$ cat src/rtl/seq_pattern_detector.sv
// Serial bit-pattern detector with a programmable pattern and don't-care mask.
// Counts matches with a saturating counter; overlap mode is selectable.
module seq_pattern_detector #(
  parameter int PAT_LEN = 4,
  parameter int COUNT_W = 8,
  parameter logic [PAT_LEN-1:0] RESET_PATTERN =
    PAT_LEN'(4'b1011)
) (
  input  logic               clk,
  input  logic               reset_n,
  input  logic               seq_in,
  input  logic               in_valid,
  input  logic               cfg_load,
  input  logic [PAT_LEN-1:0] cfg_pattern,
  input  logic [PAT_LEN-1:0] cfg_mask,
  input  logic               cfg_overlap,
  input  logic               count_clr,
  output logic               detect_out,
  output logic [COUNT_W-1:0] match_count
);

  localparam int FW = $clog2(PAT_LEN + 1);
  localparam logic [FW-1:0] FULL = FW'(PAT_LEN);

  logic [PAT_LEN-1:0] hist;
  logic [PAT_LEN-1:0] pattern;
  logic [PAT_LEN-1:0] mask;
  logic [PAT_LEN-1:0] nh;
  logic [FW-1:0]      fill;
  logic [FW-1:0]      nf;
  logic               overlap;
  logic               accept;
  logic               hit;

  // A cfg_load edge swallows the incoming bit.
  always_comb begin
    accept = in_valid & ~cfg_load;
    nh     = {hist[PAT_LEN-2:0], seq_in};
    nf     = (fill == FULL) ? fill : fill + 1'b1;
    hit    = accept && (nf == FULL) &&
             (((nh ^ pattern) & mask) == '0);
  end

  always_ff @(posedge clk or negedge reset_n) begin
    if (!reset_n) begin
      hist    <= '0;
      fill    <= '0;
      pattern <= RESET_PATTERN;
      mask    <= '1;
      overlap <= 1'b0;
    end else if (cfg_load) begin
      hist    <= '0;
      fill    <= '0;
      pattern <= cfg_pattern;
      mask    <= cfg_mask;
      overlap <= cfg_overlap;
    end else if (accept) begin
      hist <= nh;
      fill <= (hit && !overlap) ? '0 : nf;
    end
  end

  always_ff @(posedge clk or negedge reset_n) begin
    if (!reset_n) begin
      detect_out  <= 1'b0;
      match_count <= '0;
    end else begin
      detect_out <= hit;
      if (count_clr)
        match_count <= '0;
      else if (hit && !(&match_count))
        match_count <= match_count + 1'b1;
    end
  end

endmodule

$ cat config.mk
export PLATFORM = sky130hd
export DESIGN_NAME = seq_pattern_detector
export DESIGN_NICKNAME = d
export VERILOG_FILES = /design/src/rtl/seq_pattern_detector.sv
export SDC_FILE = /design/constraint.sdc
export NUM_CORES = 1
export LEC_CHECK = 0
export ABC_AREA = 1
export CAP_MARGIN = 0
export CORE_ASPECT_RATIO = 1.5
export CORE_MARGIN = 3
export CORE_UTILIZATION = 40
export CTS_CLUSTER_SIZE = 40
export DETAILED_ROUTE_END_ITERATION = 7
export HOLD_SLACK_MARGIN = 0.15
export SYNTH_ARGS = -nofsm -noshare
export SYNTH_HDL_FRONTEND = slang
export SYNTH_SLANG_ARGS = --single-unit
$ cat constraint.sdc
create_clock -name clk -period 1.7 [get_ports clk]
set_input_delay 0.425 -clock clk [delete_from_list [all_inputs] [get_ports clk]]
set_output_delay 0.425 -clock clk [all_outputs]
set_load 0.005 [all_outputs]
==> results.md <==
* Max_cap viols at 0
* GPL Wtd Cong at 0.762
* Hold Path Class: reg2reg
* Fin nets at approximately 210
* CTS max path bufs at 2
* Leakage Power at 0.000782 µW
* Layer carrying the most global-route usage: met2
* Worst Setup SP: match_count[4]
* Status: finished, final reports clean
* Largest net degree at the start of global routing at 25
* CTS tree: done
* Vias at 1116
* Cell family with most CP delay: buffers and inverters
* Syn Nets at roughly 180
* Total GRT Usage at 16.3%
* Diode count at 0
* Worst path slowest cell: clkdlybuf4s50_1
* Clock Sinks at 24
* Cts-stage hold buffer count at 0
* Grt met3 use at 2.97%
* First drt pass iteration count at 4
* Rel. slew slack at about four fifths
* Most frequent cells in the layout: 54 x nand2_1, 23 x clkdlybuf4s50_1, 18 x nand3_1, 12 x inv_1
* Syn. warnings at 0
* # port buffers at 23
* Clock-pin slew on the worst setup and hold paths at 0.08 ns
* Final Max Tran Viols at 0
* Register area share after synthesis at 48.0%
* Initial antenna violation count at 0
* Via-to-Cell Ratio at ~4.8
* R2r startpoint: fill[1]
* Commonest non-fill, non-tap cell in the layout: nand2_1
* Clock Skew at 0.00231 ns
* Worst setup path class: reg2out
* Area grow syn2layout at 32.9%
* GRT overflow at 0
* H-tree depth at 1
* CP max stage delay at 0.53 ns
* CTS Buf Count at 3
* First-pass GRT wire length at 4820 µm
* Post-Syn Instances at 157
* GRT met1 Usage at around a fifth
* Final Critical Period at 1.63 ns
* Post-place instance area at between 1500 and 2000 µm²
* Final setup violating endpoints at 0
* Syn avg cell area at 8.08 µm²
* DR iter-0 viols at 17
* Row cnt at 24
* Core area at 2970 µm²
* Arrival @ worst endpoint at 1.21 ns
* CP endpoint kind: output port
* Die Width at 52.0 µm
* Setup WS post-layout at between 0.06 and 0.07 ns
* Cell area after synthesis at 1270 µm²
* Synth cell types at 24
* Starting Density at 42.7%
* Pre-CTS setup slack at -0.104 ns
* Vias in the first global route at 1151
* Critical Path RT at 1.27 ns
* Period utilisation layout at 96.0%
* Type of origin of the critical path: register
* Layout cell share with drive strength beyond 1 at around a fifth
* Worst vdd ir at between 0.4 and 0.5 mV
* CP Max Fanout at 4
* WL per Instance at 12.3 µm
* HP Start: mask[1]
* Io pins at 24
* Final ANT Viol Nets at 0
* Clock Root Buffer: clkbuf_8
* CP Cell Sequence: clkdlybuf4s50_1
* Met2 usage at 29.9%
* DP HPWL at between 2000 and 2500 µm
* Power Density at 736 nW/µm²
* Final wirelength at 2860 µm
* Final Hold Fails at 0
* Full die area at approximately 3900 µm²
* Worst slew pin tran at 0.295 ns
* Final Total Pwr at 1240 µW
* Die Span Y at 75.0 µm
* DRC at 0
* Buf+Inv Stages, Crit Path at 1
* Finished layout cell area at 1690 µm²
* Post-synthesis register bit count at 24
* Fmax at 0.613 GHz
* Worst-Skew Late Latency at 0.26 ns
## sequential cells by signal, summed over array words and instances (netlist names)
signal and count:
match_count 8, mask 4, pattern 4, fill 3, hist 3, detect_out 1
overlap 1
## worst paths after layout
check / to / slack [ns] / cells after the start
setup reg to reg: match_count[6] / 0.12 / 10
max in group asynchronous: mask[2] / 0.89 / 2
setup / recovery: match_count[4] / 0.07 / 1
hold / removal: mask[1] / 0.46 / 2
hold reg to reg: mask[1] / 0.46 / 2
min in group asynchronous: pattern[2] / 0.52 / 2
## report_power, final
part	internal [µW]	switching, µW
combinational	103	112
clock	206	173
sequential	618	28.3
total	928	313
## metrics by stage
| stage | utilization (%) | TNS [ns] | std cells | hold slack [ns] |
|---|---|---|---|---|
| after floorplan | - | 0 | 157 | 0.129 |
| after global placement | 54.0 | -0.486 | 226 | 0.455 |
| after detailed placement | 54.0 | -0.846 | 226 | 0.455 |
| after CTS | 55.8 | 0 | 230 | 0.468 |
| after global routing | 56.7 | -0.00383 | 232 | 0.484 |
| final | 56.7 | 0 | 232 | 0.463 |
## worst min-delay path: stages, from the launching register on
cell and delay (ns):
dfstp_2 0.38, nand2_1 0.05, nand2_1 0.04
## Yosys cell counts
cell type,count,share of area (%)
nor2_1,11,3.3
o21ai_1,2,0.79
nor2_2,1,0.49
nand3_1,18,7.1
nand2_4,2,1.8
nand3_2,1,0.79
o22ai_1,4,2.0
dfstp_2,7,14
clkbuf_1,1,0.30
inv_2,4,1.2
inv_1,13,3.8
nand3_4,1,1.4
nand3b_1,1,0.59
dfrtp_1,17,34
xnor2_1,2,1.4
nor2_4,2,1.8
nor3_1,2,0.79
nor4_1,1,0.49
ha_1,3,3.0
o21ai_0,5,2.0
nand4_1,1,0.49
buf_4,1,0.59
xor2_1,3,2.1
nand2_1,54,16
## cell type report
cell class | instances | area (µm²)
fillers | 273 | 1290
flip-flops and latches | 24 | 617
multi-input cells | 115 | 597
repair buffers | 33 | 305
inverters | 17 | 63.8
clock buffers | 4 | 55.1
well taps | 39 | 48.8
## cells by family after synthesis
| group | share of synthesized area [%] |
|---|---|
| simple gates | 34.9 |
| flops | 48.0 |
| buf+inv | 5.92 |
| compound gates | 4.73 |
| xor+xnor | 3.45 |
| fa+ha+maj | 2.96 |
## layer usage
metal	part of all wire (%)	routed length [µm]
met3	3.7	105
met5	0	0
met2	53	1520
met1	43	1220
met4	0.52	15
## what timing repair did
item	4_1_cts	5_1_grt
endpoints found under the setup margin	0	15
resized for setup	0	8
hold endpoints to repair	0	0
buffers inserted	0	1
Power figures use the tool's default switching activity.
